<file path="config.mk">
export PLATFORM = sky130hd
export DESIGN_NAME = crc_fwd_ctrl_flat
export DESIGN_NICKNAME = d
export VERILOG_FILES = /design/src/rtl/crc_fwd_pkg.sv /design/src/rtl/crc_fwd_ctrl_if.sv /design/src/rtl/fifo_1c.sv /design/src/rtl/crc_fwd_ctrl.sv /design/src/flat_wrapper.sv
export SDC_FILE = /design/constraint.sdc
export NUM_CORES = 1
export LEC_CHECK = 0
export ABC_CLOCK_PERIOD_IN_PS = 2900
export BUFFER_PORTS_ARGS = -buffer_cell sky130_fd_sc_hd__buf_2
export CAP_MARGIN = 40
export CORE_MARGIN = 1
export CORE_UTILIZATION = 45
export DETAILED_ROUTE_END_ITERATION = 10
export GPL_TIMING_DRIVEN = 0
export PLACE_DENSITY = 0.71
export SYNTH_ARGS = -nofsm -noshare
export SYNTH_HDL_FRONTEND = slang
export SYNTH_SLANG_ARGS = --single-unit
</file>
<file path="constraint.sdc">
create_clock -name clk -period 2.9 [get_ports clk]
set_input_delay 0.58 -clock clk [delete_from_list [all_inputs] [get_ports clk]]
set_output_delay 0.58 -clock clk [all_outputs]
set_load 0.005 [all_outputs]
</file>
<file path="src/rtl/crc_fwd_pkg.sv">
// Shared types for the CRC-gated frame forwarder: reader FSM states, parameter defaults
// and the descriptor layout carried between the frame writer and the reader.
package crc_fwd_pkg;

    localparam int unsigned MaxLenDefault = 1521;
    localparam int unsigned IfgDefault    = 12;
    localparam int unsigned LenW          = 11;
    localparam int unsigned DescW         = LenW + 1;

    typedef struct packed {
        logic [LenW-1:0] len;
        logic            trunc;
    } desc_t;

    typedef enum logic [2:0] {
        StDrain,
        StIdle,
        StForward,
        StDiscard,
        StGap
    } state_e;

endpackage

</file>
<file path="src/rtl/crc_fwd_ctrl_if.sv">
// Frame, CRC verdict, external data FIFO and statistics signals of crc_fwd_ctrl.
interface crc_fwd_ctrl_if;

    logic        eth_strobe;
    logic        crc_valid;
    logic        crc_ok;
    logic        fifo_full;
    logic        fifo_empty;
    logic        data_we;
    logic        data_re;
    logic        out_strobe;
    logic        err;
    logic [15:0] frames_ok;
    logic [15:0] frames_bad;

    modport master (
        output eth_strobe, crc_valid, crc_ok, fifo_full, fifo_empty,
        input  data_we, data_re, out_strobe, err, frames_ok, frames_bad
    );

    modport slave (
        input  eth_strobe, crc_valid, crc_ok, fifo_full, fifo_empty,
        output data_we, data_re, out_strobe, err, frames_ok, frames_bad
    );

endinterface

</file>
<file path="src/rtl/fifo_1c.sv">
// Single-clock FIFO of depth 2**AW; push while full is accepted only alongside a pop.
module fifo_1c #(
    parameter int unsigned DW = 1,
    parameter int unsigned AW = 2
) (
    input  logic          clk,
    input  logic          rst_n,
    input  logic          push,
    input  logic [DW-1:0] wdata,
    input  logic          pop,
    output logic [DW-1:0] rdata,
    output logic          full,
    output logic          empty
);

    localparam int unsigned Depth = 2 ** AW;
    localparam logic [AW:0] DepthW = Depth[AW:0];

    logic [DW-1:0] mem_q [Depth];
    logic [AW-1:0] wr_ptr_q, rd_ptr_q;
    logic [AW:0]   count_q;
    logic          do_push, do_pop;

    assign full    = (count_q == DepthW);
    assign empty   = (count_q == '0);
    assign do_pop  = pop & ~empty;
    assign do_push = push & (~full | do_pop);
    assign rdata   = mem_q[rd_ptr_q];

    always_ff @(posedge clk) begin
        if (do_push) begin
            mem_q[wr_ptr_q] <= wdata;
        end
    end

    always_ff @(posedge clk or negedge rst_n) begin
        if (!rst_n) begin
            wr_ptr_q <= '0;
            rd_ptr_q <= '0;
            count_q  <= '0;
        end else begin
            if (do_push) wr_ptr_q <= wr_ptr_q + AW'(1);
            if (do_pop)  rd_ptr_q <= rd_ptr_q + AW'(1);
            case ({do_push, do_pop})
                2'b10:   count_q <= count_q + (AW+1)'(1);
                2'b01:   count_q <= count_q - (AW+1)'(1);
                default: count_q <= count_q;
            endcase
        end
    end

endmodule

</file>
<file path="src/rtl/crc_fwd_ctrl.sv">
// Buffers frames into an external FIFO and forwards or discards each one on its CRC verdict.
// Define CRC_FWD_STATS_EN to enable the frames_ok/frames_bad counters.
module crc_fwd_ctrl
    import crc_fwd_pkg::*;
#(
    parameter int unsigned MAX_LEN = MaxLenDefault,
    parameter int unsigned IFG     = IfgDefault,
    parameter int unsigned DESC_AW = 2
) (
    input  logic           clk,
    input  logic           rst_n,
    crc_fwd_ctrl_if.slave  bus
);

    localparam logic [LenW-1:0] MaxLenW = LenW'(MAX_LEN);
    // GAP plus the IDLE decision cycle give IFG quiet cycles on out_strobe.
    localparam logic [15:0] GapLast = (IFG > 1) ? 16'(IFG - 2) : 16'd0;

    logic            strobe_q, in_frame_q, in_frame_d, trunc_q, trunc_d;
    logic [LenW-1:0] len_q, len_d, cur_len_q, cur_len_d;
    logic            rise, fall, at_max, data_we, data_re;
    logic [DescW-1:0] desc_wr_raw, desc_rd_raw;
    desc_t           desc_wr, desc_rd;
    logic            desc_full, desc_empty, desc_pop;
    logic            verd_rd, verd_full, verd_empty;
    state_e          state_q, state_d;
    logic [15:0]     cnt_q, cnt_d;
    logic            rst_done_q, out_strobe_q, err_q;

    always_comb begin
        rise       = bus.eth_strobe & ~strobe_q;
        fall       = ~bus.eth_strobe & in_frame_q;
        at_max     = in_frame_q & (len_q == MaxLenW);
        in_frame_d = in_frame_q;
        len_d      = len_q;
        trunc_d    = trunc_q;
        if (rise) begin
            in_frame_d = 1'b1;
            len_d      = LenW'(1);
            trunc_d    = bus.fifo_full;
        end else if (fall) begin
            in_frame_d = 1'b0;
        end else if (in_frame_q && bus.eth_strobe) begin
            trunc_d = trunc_q | bus.fifo_full;
            if (!at_max) len_d = len_q + LenW'(1);
        end
        data_we       = (rise | (in_frame_q & bus.eth_strobe & ~at_max)) & ~bus.fifo_full;
        desc_wr.len   = len_q;
        desc_wr.trunc = trunc_q | (len_q == MaxLenW);
    end

    assign desc_wr_raw = desc_wr;
    assign desc_rd     = desc_t'(desc_rd_raw);

    fifo_1c #(.DW(DescW), .AW(DESC_AW)) u_desc_q (
        .clk   (clk),
        .rst_n (rst_n),
        .push  (fall),
        .wdata (desc_wr_raw),
        .pop   (desc_pop),
        .rdata (desc_rd_raw),
        .full  (desc_full),
        .empty (desc_empty)
    );

    fifo_1c #(.DW(1), .AW(DESC_AW)) u_verd_q (
        .clk   (clk),
        .rst_n (rst_n),
        .push  (bus.crc_valid),
        .wdata (bus.crc_ok),
        .pop   (desc_pop),
        .rdata (verd_rd),
        .full  (verd_full),
        .empty (verd_empty)
    );

    always_comb begin
        state_d   = state_q;
        cnt_d     = cnt_q;
        cur_len_d = cur_len_q;
        data_re   = 1'b0;
        desc_pop  = 1'b0;
        unique case (state_q)
            StDrain: begin
                // rst_done_q keeps data_re low while reset is still asserted.
                if (rst_done_q) begin
                    if (!bus.fifo_empty) data_re = 1'b1;
                    else                 state_d = StIdle;
                end
            end
            StIdle: begin
                if (!desc_empty && !verd_empty) begin
                    desc_pop  = 1'b1;
                    cur_len_d = desc_rd.len;
                    cnt_d     = '0;
                    state_d   = (verd_rd && !desc_rd.trunc) ? StForward : StDiscard;
                end
            end
            StForward, StDiscard: begin
                data_re = 1'b1;
                if (cnt_q + 16'd1 == 16'(cur_len_q)) begin
                    state_d = StGap;
                    cnt_d   = '0;
                end else begin
                    cnt_d = cnt_q + 16'd1;
                end
            end
            StGap: begin
                if (cnt_q >= GapLast) state_d = StIdle;
                else                  cnt_d   = cnt_q + 16'd1;
            end
            default: state_d = StDrain;
        endcase
    end

    always_ff @(posedge clk or negedge rst_n) begin
        if (!rst_n) begin
            strobe_q     <= 1'b1;  // a frame already running at release is not a rising edge
            in_frame_q   <= 1'b0;
            len_q        <= '0;
            trunc_q      <= 1'b0;
            state_q      <= StDrain;
            cnt_q        <= '0;
            cur_len_q    <= '0;
            rst_done_q   <= 1'b0;
            out_strobe_q <= 1'b0;
            err_q        <= 1'b0;
        end else begin
            strobe_q     <= bus.eth_strobe;
            in_frame_q   <= in_frame_d;
            len_q        <= len_d;
            trunc_q      <= trunc_d;
            state_q      <= state_d;
            cnt_q        <= cnt_d;
            cur_len_q    <= cur_len_d;
            rst_done_q   <= 1'b1;
            out_strobe_q <= data_re & (state_q == StForward);
            err_q        <= err_q | (fall & desc_full & ~desc_pop)
                                  | (bus.crc_valid & verd_full & ~desc_pop)
                                  | (data_re & bus.fifo_empty);
        end
    end

    assign bus.data_we    = data_we;
    assign bus.data_re    = data_re;
    assign bus.out_strobe = out_strobe_q;
    assign bus.err        = err_q;

`ifdef CRC_FWD_STATS_EN
    logic        enter_fwd, enter_dis;
    logic [15:0] frames_ok_q, frames_bad_q;

    assign enter_fwd = (state_q == StIdle) & (state_d == StForward);
    assign enter_dis = (state_q == StIdle) & (state_d == StDiscard);

    always_ff @(posedge clk or negedge rst_n) begin
        if (!rst_n) begin
            frames_ok_q  <= '0;
            frames_bad_q <= '0;
        end else begin
            if (enter_fwd && frames_ok_q != 16'hFFFF)  frames_ok_q  <= frames_ok_q + 16'd1;
            if (enter_dis && frames_bad_q != 16'hFFFF) frames_bad_q <= frames_bad_q + 16'd1;
        end
    end

    assign bus.frames_ok  = frames_ok_q;
    assign bus.frames_bad = frames_bad_q;
`else
    assign bus.frames_ok  = '0;
    assign bus.frames_bad = '0;
`endif

endmodule

</file>
<file path="src/flat_wrapper.sv">
// flat-port wrapper written by rule: the top's interface ports become plain ports
module crc_fwd_ctrl_flat import crc_fwd_pkg::*;
#(
    parameter int unsigned MAX_LEN = MaxLenDefault,
    parameter int unsigned IFG     = IfgDefault,
    parameter int unsigned DESC_AW = 2
)
  (clk, rst_n, bus_eth_strobe, bus_crc_valid, bus_crc_ok, bus_fifo_full, bus_fifo_empty, bus_data_we, bus_data_re, bus_out_strobe, bus_err, bus_frames_ok, bus_frames_bad);
  crc_fwd_ctrl_if bus_i ();
  input  logic clk;
  input  logic rst_n;
  input wire logic [$bits(bus_i.eth_strobe)-1:0] bus_eth_strobe;
  input wire logic [$bits(bus_i.crc_valid)-1:0] bus_crc_valid;
  input wire logic [$bits(bus_i.crc_ok)-1:0] bus_crc_ok;
  input wire logic [$bits(bus_i.fifo_full)-1:0] bus_fifo_full;
  input wire logic [$bits(bus_i.fifo_empty)-1:0] bus_fifo_empty;
  output wire logic [$bits(bus_i.data_we)-1:0] bus_data_we;
  output wire logic [$bits(bus_i.data_re)-1:0] bus_data_re;
  output wire logic [$bits(bus_i.out_strobe)-1:0] bus_out_strobe;
  output wire logic [$bits(bus_i.err)-1:0] bus_err;
  output wire logic [$bits(bus_i.frames_ok)-1:0] bus_frames_ok;
  output wire logic [$bits(bus_i.frames_bad)-1:0] bus_frames_bad;
  assign bus_i.eth_strobe = bus_eth_strobe;
  assign bus_i.crc_valid = bus_crc_valid;
  assign bus_i.crc_ok = bus_crc_ok;
  assign bus_i.fifo_full = bus_fifo_full;
  assign bus_i.fifo_empty = bus_fifo_empty;
  assign bus_data_we = bus_i.data_we;
  assign bus_data_re = bus_i.data_re;
  assign bus_out_strobe = bus_i.out_strobe;
  assign bus_err = bus_i.err;
  assign bus_frames_ok = bus_i.frames_ok;
  assign bus_frames_bad = bus_i.frames_bad;
  crc_fwd_ctrl #(.MAX_LEN(MAX_LEN), .IFG(IFG), .DESC_AW(DESC_AW)) u_core (.clk(clk), .rst_n(rst_n), .bus(bus_i));
endmodule
</file>
==> results.toml, run 1 <==
[outcome]
status = "completed"

[global_route]
antenna_found_initial = 0
grt_pass1_vias = 3763
grt_use_total_pct = 18.9
gr-total-overflow = 0
grt_pass1_wl_um = 18400
grt_max_degree = 29

[die]
io_pins = 43
core_um2 = 12100
die-area_um2 = 12900
initial_utilization_pct = 46.4
die_y_um = 114
rows = 40
dieWidth_um = 114

[synthesis]
synth-simple-area-share_pct = 14.3
synth_top_family_by_area = "simple AND/OR/NAND/NOR gates"
synth_ff_type = "dfrtp_1"
synth_top_cell_area_share_pct = 27.9
yosysWarnings = 0
yosysUniqueCellTypes = 60
synth_edf_count = 52
ys_seq_area_share_pct = 55.2
muxShareOfSynthArea_pct = 5.99
synthTopCellsByArea = "edfxtp_1 28%, dfrtp_1 27%, mux4_2 5.2%"
synthArstFlopShare_pct = 54.0
synth_compound_area_share_pct = 5.92
synthCells = 476
synth.most_common_cell = "dfrtp_1"
synth_common_cells = "60 x dfrtp_1, 58 x nand2_1, 52 x edfxtp_1, 39 x nor2_1, 35 x buf_4"
yosys.area.top_type = "edfxtp_1"
synth_area_um2 = 5600
synth_fa_ha_area_share_pct = 3.62
synth_xor_xnor_area_share_pct = 7.80
postSynthAreaPerCell_um2 = 11.8
ys_seq_elements = 113

[critical_path]
crit_path_max_fanout = 9
worstSetupPathType = "reg2out"
worstPathArrival_ns = 2.18
crit_chain = "ha_1, nand4bb_1, o311a_1, clkbuf_1, nor2_1, nor2_1, buf_2"
start_kind = "register"
required_ns = 2.32
end_kind = "primary output"
critPathSlowestCell = "dfrtp_1"
crit_path_max_incr_delay_ns = 0.55
crit_top_cell = "nor2_1"

[placed_design]
dp.cells = 687
gp_congestion = 0.846
io_buffers = 10
hpwl_um = 7190
post-place-ws_ns = -0.378

[finish]
drive_gt1_share_pct = 21.2
num-fill-cells = 1001
multi_input_area_um2 = 2280
num-nets-final = 560
seq_area_um2 = 3090
area_delta_synth_final_pct = 20.3
diodes = 0
stdcell_count = 719

[timing]
setup_ws_ns = 0.139
rsz0062_at_grt = "no"
drv_slew = 0
clock.fmax_mhz = 362
setup_viol = 0
min_period_ns = 2.76
finalCritPeriodShare_pct = 95.2
hold_violations = 0
tightest_slew_ns = 0.818
hold_ws_ns = 0.0380
slew_headroom_pct = 45.5
finClkSkew_ns = 0.00657

[cts]
worstSkewPairLatency_ns = 0.41
numCtsBuffers = 17
clk_root_buffer_cell = "clkbuf_16"
h-tree-depth = 4
path_clk_slew_ns = 0.05
cts_sinks = 113
cts_tree = "built"
clockBufferDepth = 2

[drt]
routedWlPerCell_um = 15.3
drt-total-wl_um = 11000
firstDrtPassIters = 4
ant_nets = 0
via_per_inst = 5.01
drc = 0
drtIter0Drc = 219
vias = 3604

[power]
peakVddDrop_v = 0.000465
p_per_area_nw_per_um2 = 942
leakagePower_nw = 2.84

[min_path]
hp-class = "in2async"

[run]
drv_cap = 0
[what timing repair did]
item,CTS,global route
hold buffers,0,0
endpoints found under the hold margin,0,0
buffers inserted,0,1
pin swaps,0,2
cloned,0,1
setup endpoints to repair,2,60
resized for setup,5,13
[area by class of cell]
type | instances | area share, %
well taps | 168 | 3.12
clock inverters | 14 | 3.35
repair buffers | 13 | 1.45
flip-flops and latches | 113 | 45.9
inverters | 20 | 1.13
plain buffers | 47 | 4.81
clock buffers | 18 | 6.37
multi-input cells | 326 | 33.9
[state kept, by name, summed over array words and instances, names as in the netlist, 2 cells and up]
| signal | count |
|---|---|
| u_core.cur_len_q | 11 |
| u_core.u_desc_q.mem_q | 48 |
| u_core.u_desc_q.wr_ptr_q | 2 |
| u_core.u_verd_q.mem_q | 4 |
| u_core.u_verd_q.count_q | 3 |
| u_core.state_q | 3 |
| u_core.cnt_q | 16 |
| u_core.len_q | 11 |
| u_core.u_desc_q.rd_ptr_q | 2 |
| u_core.u_verd_q.rd_ptr_q | 2 |
| u_core.u_verd_q.wr_ptr_q | 2 |
| u_core.u_desc_q.count_q | 3 |
[power breakdown]
part | switching (W) | internal (W)
Sequential | 0.000286 | 0.00201
Clock | 0.000760 | 0.00154
Combinational | 0.000958 | 0.000790
[worst max-delay path, delay by kind of cell (launching register included)]
| kind | cells | cell delay [ns] |
|---|---|---|
| and+or+nand+nor | 3 | 0.33 |
| DFF | 1 | 0.55 |
| buffers and inverters | 2 | 0.32 |
| AOI/OAI and AO/OA | 1 | 0.37 |
| adders and majority gates | 1 | 0.22 |
[worst paths after layout]
check / start / endpoint / slack [ns] / cells after the start
setup / recovery: u_core.len_q[0]$_DFFE_PN0P_ / bus_data_we / 0.14 / 7
hold / removal: rst_n / u_core.cnt_q[5]$_DFFE_PN0P_ / 0.04 / 1
setup reg to reg: u_core.cnt_q[0]$_DFFE_PN0P_ / u_core.cnt_q[9]$_DFFE_PN0P_ / 0.14 / 9
hold reg to reg: u_core.cur_len_q[8]$_DFFE_PN0N_ / u_core.cur_len_q[8]$_DFFE_PN0N_ / 0.49 / 2
max in group asynchronous: rst_n / u_core.cur_len_q[7]$_DFFE_PN0N_ / 2.21 / 3
min in group clk: bus_eth_strobe / u_core.strobe_q$_DFF_PN1_ / 0.32 / 1
[cell families after synthesis]
family | after synthesis
mux | 17
simple gates | 165
compound gates | 46
flops | 113
fa+ha+maj | 15
buf+inv | 69
other cells | 2
xor+xnor | 49
[per-stage QoR]
stage	utilization, %	TNS, ns	power (W)	area (µm²)
after global routing	55.8	0	0.00670	6730
after detailed placement	49.9	-0.594	0.00397	6010
final	55.8	0	0.00634	6730
after CTS	55.3	0	0.00631	6680
after floorplan	-	0	0.00355	5710
after global placement	49.5	-0.279	0.00386	5970
[cells in the final DEF (no fill, tap or decap), drive strengths merged, types with 23 or more instances in the layout]
master and instances:
clkbuf 25, dfrtp 60, nor2 39, xor2 24
buf 53, inv 23, edfxtp 52, nand2 58
xnor2 25, conb 33
[per-layer routing]
layer,wire [µm],share of wire (%),vias to the layer above,global-route usage (%)
met5,0,0,-,0
met4,261,2.4,0,8.60
met3,500,4.5,24,5.47
met2,5590,51,99,32.6
met1,4670,42,1757,21.9
li1,-,-,1724,-
Note: power is estimated with default switching activity, not from simulation.
==> run 2: changes to the inputs <==
Settings changed: BUFFER_PORTS_ARGS -buffer_cell sky130_fd_sc_hd__buf_2 to -buffer_cell sky130_fd_sc_hd__buf_4.
==> results.toml, run 2 (synthesized netlist as in run 1, its figures left out) <==
[critical_path]
critPathBufInv = 3
crit_path_max_incr_delay_ns = 0.42
crit_path_max_fanout = 10
worstPathArrival_ns = 3.10
required_ns = 3.23
end_kind = "register"
start_kind = "register"
worstSetupPathType = "reg2reg"
critPathSlowestCell = "dfrtp_1"
crit_chain = "or3_1, o311ai_1, or3_4, buf_4, a31oi_4, inv_1, ha_1, inv_1, fa_1, xor2_1, nor2_1, xor2_1"
cp_top_family = "simple AND/OR/NAND/NOR gates"

[timing]
rsz0062_at_grt = "yes"
setup_ws_ns = 0.127
drv_slew = 0
tns_ns = 0
finClkSkew_ns = 0.0121
min_period_ns = 2.77
finalCritPeriodShare_pct = 95.6
hold_violations = 0
tightest_slew_ns = 0.793
setup_viol = 0
slew_headroom_pct = 46.9
clock.fmax_mhz = 361

[die]
dieWidth_um = 114
rows = 40
initial_utilization_pct = 46.4
io_pins = 43
die_y_um = 114
core_um2 = 12100
die-area_um2 = 12900

[cts]
numCtsBuffers = 17
cts_tree = "built"
clockBufferDepth = 2
post_cts_buffers = 0
h-tree-depth = 4
ctsHoldBuffers = 0
worstSkewPairLatency_ns = 0.41
path_clk_slew_ns = 0.05
cts_sinks = 113
clk_root_buffer_cell = "clkbuf_16"

[global_route]
grt_pass1_vias = 3448
grt_pass1_wl_um = 17400
grt_max_degree = 62
antenna_found_initial = 0
gr-total-overflow = 0
grt_use_total_pct = 17.8

[finish]
final_cell_mix = "59 x dfrtp_1, 58 x nand2_1, 52 x edfxtp_1, 46 x buf_4, 39 x nor2_1"
area_delta_synth_final_pct = 18.6
num-fill-cells = 1003
postLayoutCoreUtil_pct = 55.1
drive_gt1_share_pct = 20.6
diodes = 0
num-nets-final = 557
largest_register = "u_core.u_desc_q.mem_q"
largest_reg_flops = 48
reg_top3 = "u_core.u_desc_q.mem_q (48), u_core.cnt_q (16)"
final_common_cell = "dfrtp_1"
fin_area_um2 = 6640

[min_path]
hp-class = "in2async"

[power]
p_per_area_nw_per_um2 = 920
total_power_w = 0.00611
leakagePower_nw = 2.79
peakVddDrop_v = 0.000449

[placed_design]
io_buffers = 10
post-place-ws_ns = -0.380
gp_congestion = 0.848
hpwl_um = 6880
place_area_um2 = 6000

[drt]
vias = 3619
ant_nets = 0
firstDrtPassIters = 4
routedWlPerCell_um = 14.5
via_per_inst = 5.05
drt-total-wl_um = 10400
drc = 0
drtIter0Drc = 160

[outcome]
status = "completed"

[run]
drv_cap = 0
-- run 2: report_power, final --
part / switching (W) / internal (W) / total (W)
registers: 0.000280 / 0.00201 / 0.00229
clock network: 0.000736 / 0.00137 / 0.00211
logic: 0.000930 / 0.000778 / 0.00171
total: 0.00194 / 0.00416 / 0.00611
-- run 2: stage by stage --
step	hold WS (ns)	cells
6_report	0.264	716
5_1_grt	0.303	716
4_1_cts	0.291	716
3_5_place_dp	0.475	685
3_3_place_gp	0.473	685
2_1_floorplan	0.284	507
-- run 2: layout make-up --
type / instances / area, µm² / area share (%)
Clock buffer: 19 / 443 / 6.67
Clock inverter: 13 / 160 / 2.41
Multi-Input combinational cell: 325 / 2260 / 34.0
Buffer: 48 / 322 / 4.84
Sequential cell: 113 / 3090 / 46.5
Timing Repair Buffer: 10 / 75.1 / 1.13
Tap cell: 168 / 210 / 3.17
Inverter: 20 / 78.8 / 1.19
-- run 2: final timing paths --
path | slack (ns) | to | depth (start not counted) | start
max in group asynchronous | 2.08 | u_core.u_verd_q.count_q[2]$_DFFE_PN0P_ | 1 | rst_n
min reg2reg | 0.48 | u_core.u_verd_q.rd_ptr_q[1]$_DFFE_PN0N_ | 1 | u_core.u_verd_q.rd_ptr_q[1]$_DFFE_PN0N_
max | 0.13 | u_core.u_verd_q.count_q[2]$_DFFE_PN0P_ | 12 | u_core.u_verd_q.count_q[0]$_DFFE_PN0P_
max reg2reg | 0.13 | u_core.u_verd_q.count_q[2]$_DFFE_PN0P_ | 12 | u_core.u_verd_q.count_q[0]$_DFFE_PN0P_
min in group clk | 0.31 | u_core.strobe_q$_DFF_PN1_ | 1 | bus_eth_strobe
min | 0.26 | u_core.cnt_q[1]$_DFFE_PN0P_ | 1 | rst_n
-- run 2: routing by layer --
metal | part of all wire, % | global-route usage, % | up-vias
li1 | - | - | 1718
met2 | 50 | 28.7 | 125
met5 | 0 | 0 | -
met3 | 4.4 | 3.67 | 19
met4 | 1.6 | 8.77 | 0
met1 | 44 | 23.0 | 1757
-- run 2: what timing repair did --
item,CTS,global route
endpoints found under the setup margin,2,12
gates resized for setup,5,11
endpoints found under the hold margin,0,0
pin swaps,0,1
==> run 3: changes to the inputs <==
Settings changed: CORE_UTILIZATION 45 to 50, CTS_BUF_LIST set to sky130_fd_sc_hd__clkbuf_16, PLACE_DENSITY 0.71 to 0.77.
==> results.toml, run 3 (synthesized netlist as in run 1, its figures left out) <==
[cts]
worstSkewPairLatency_ns = 0.41
h-tree-depth = 4
numCtsBuffers = 17
ctsHoldBuffers = 0
cts_sinks = 113
path_clk_slew_ns = 0.06
clk_root_buffer_cell = "clkbuf_16"
clockBufferDepth = 2
cts_tree = "built"

[drt]
drtIter0Drc = 175
via_per_inst = 5.25
vias = 3608
routedWlPerCell_um = 15.3
firstDrtPassIters = 4
ant_nets = 0
drt-total-wl_um = 10500
drc = 0

[finish]
reg_top3 = "u_core.u_desc_q.mem_q (48), u_core.cnt_q (16)"
largest_reg_flops = 48
final_common_cell = "dfrtp_1"
area_delta_synth_final_pct = 18.7
final_cell_mix = "59 x dfrtp_1, 58 x nand2_1, 52 x edfxtp_1, 45 x buf_4, 39 x nor2_1"
num-nets-final = 556
drive_gt1_share_pct = 20.8
diodes = 0
num-fill-cells = 843
largest_register = "u_core.u_desc_q.mem_q"

[timing]
tns_ns = 0
finalCritPeriodShare_pct = 95.8
slew_headroom_pct = 46.8
setup_viol = 0
hold_violations = 0
clock.fmax_mhz = 360
tightest_slew_ns = 0.799
hold_ws_ns = 0.239
finClkSkew_ns = 0.00581
min_period_ns = 2.78
drv_slew = 0

[critical_path]
crit_path_max_incr_delay_ns = 0.46
end_kind = "register"
critPathSlowestCell = "or3_4"
crit_chain = "or3_1, o311ai_2, or3_4, buf_12, a31oi_4, inv_1, ha_1, inv_1, fa_1, xor2_1, nor2_1, xor2_1"
crit_path_max_fanout = 11
worstSetupPathType = "reg2reg"
required_ns = 3.19
start_kind = "register"
worstPathArrival_ns = 3.07
r2r_setup_slack_ns = 0.12

[min_path]
hp-class = "in2async"

[die]
dieWidth_um = 108
die-area_um2 = 11600
initial_utilization_pct = 51.4
io_pins = 43
core_um2 = 10900
die_y_um = 108
rows = 38

[global_route]
antenna_found_initial = 0
grt_max_degree = 62
grt_use_total_pct = 20.2
grt_pass1_wl_um = 17300
grt_pass1_vias = 3661
gr-total-overflow = 0

[outcome]
status = "completed"

[power]
peakVddDrop_v = 0.000682
leakagePower_nw = 2.80
p_per_area_nw_per_um2 = 930
total_power_w = 0.00618

[run]
drv_cap = 0

[placed_design]
hpwl_um = 6850
gp_congestion = 0.828
io_buffers = 10
run 3: layout make-up:
cell class	count	area, µm²	area share, %
Sequential cell	113	3090	46.5
Clock inverter	15	183	2.75
Tap cell	140	175	2.64
Inverter	20	78.8	1.19
Timing Repair Buffer	10	75.1	1.13
Multi-Input combinational cell	326	2290	34.5
Buffer	46	325	4.90
Clock buffer	17	425	6.40
run 3: metrics by stage:
stage | util [%] | instance area (µm²) | std cells | setup slack, ns
2_1_floorplan | - | 5710 | 507 | 0.147
3_3_place_gp | 54.8 | 5960 | 657 | -0.247
3_5_place_dp | 54.8 | 5960 | 657 | -0.375
4_1_cts | 60.4 | 6580 | 688 | -0.00664
5_1_grt | 61.0 | 6650 | 687 | -0.0206
6_report | 61.0 | 6650 | 687 | 0.123
run 3: power breakdown:
group | internal, W | leakage [nW] | total, W | switching, W
Combinational | 0.000800 | 1.27 | 0.00176 | 0.000956
Sequential | 0.00201 | 1.24 | 0.00229 | 0.000281
Clock | 0.00136 | 0.287 | 0.00213 | 0.000770
Total | 0.00417 | 2.80 | 0.00618 | 0.00201
run 3: critical path, delay by kind of cell (launching register included):
kind / cells / cell delay, ns
compound gates: 2 / 0.43
xor+xnor: 2 / 0.29
fa+ha+maj: 2 / 0.42
buf+inv: 3 / 0.34
flops: 1 / 0.45
simple gates: 3 / 0.71
run 3: path summary, 6_finish.rpt:
kind                                                    startpoint                                       to  cells after the start
max                         u_core.u_verd_q.count_q[2]$_DFFE_PN0P_   u_core.u_verd_q.count_q[2]$_DFFE_PN0P_                     12
min                                                          rst_n              u_core.cnt_q[4]$_DFFE_PN0P_                      1
max reg2reg                 u_core.u_verd_q.count_q[2]$_DFFE_PN0P_   u_core.u_verd_q.count_q[2]$_DFFE_PN0P_                     12
max in group asynchronous                                    rst_n              u_core.cnt_q[1]$_DFFE_PN0P_                      1
min in group clk                                    bus_eth_strobe                u_core.strobe_q$_DFF_PN1_                      1
min reg2reg                u_core.u_verd_q.rd_ptr_q[1]$_DFFE_PN0N_  u_core.u_verd_q.rd_ptr_q[1]$_DFFE_PN0N_                      1
run 3: timing repair:
item                                    4_1_cts  5_1_grt
setup buffers                                 0        0
endpoints found under the setup margin        2       62
pin swaps                                     0        4
cloned                                        0        1
gates resized for setup                       4       14
run 3: per-layer routing:
layer	wire, µm	global-route usage [%]	vias up
met5	0	0	-
met4	168	9.39	0
met3	559	5.99	17
met2	5330	33.7	109
met1	4470	23.9	1765
li1	-	-	1717
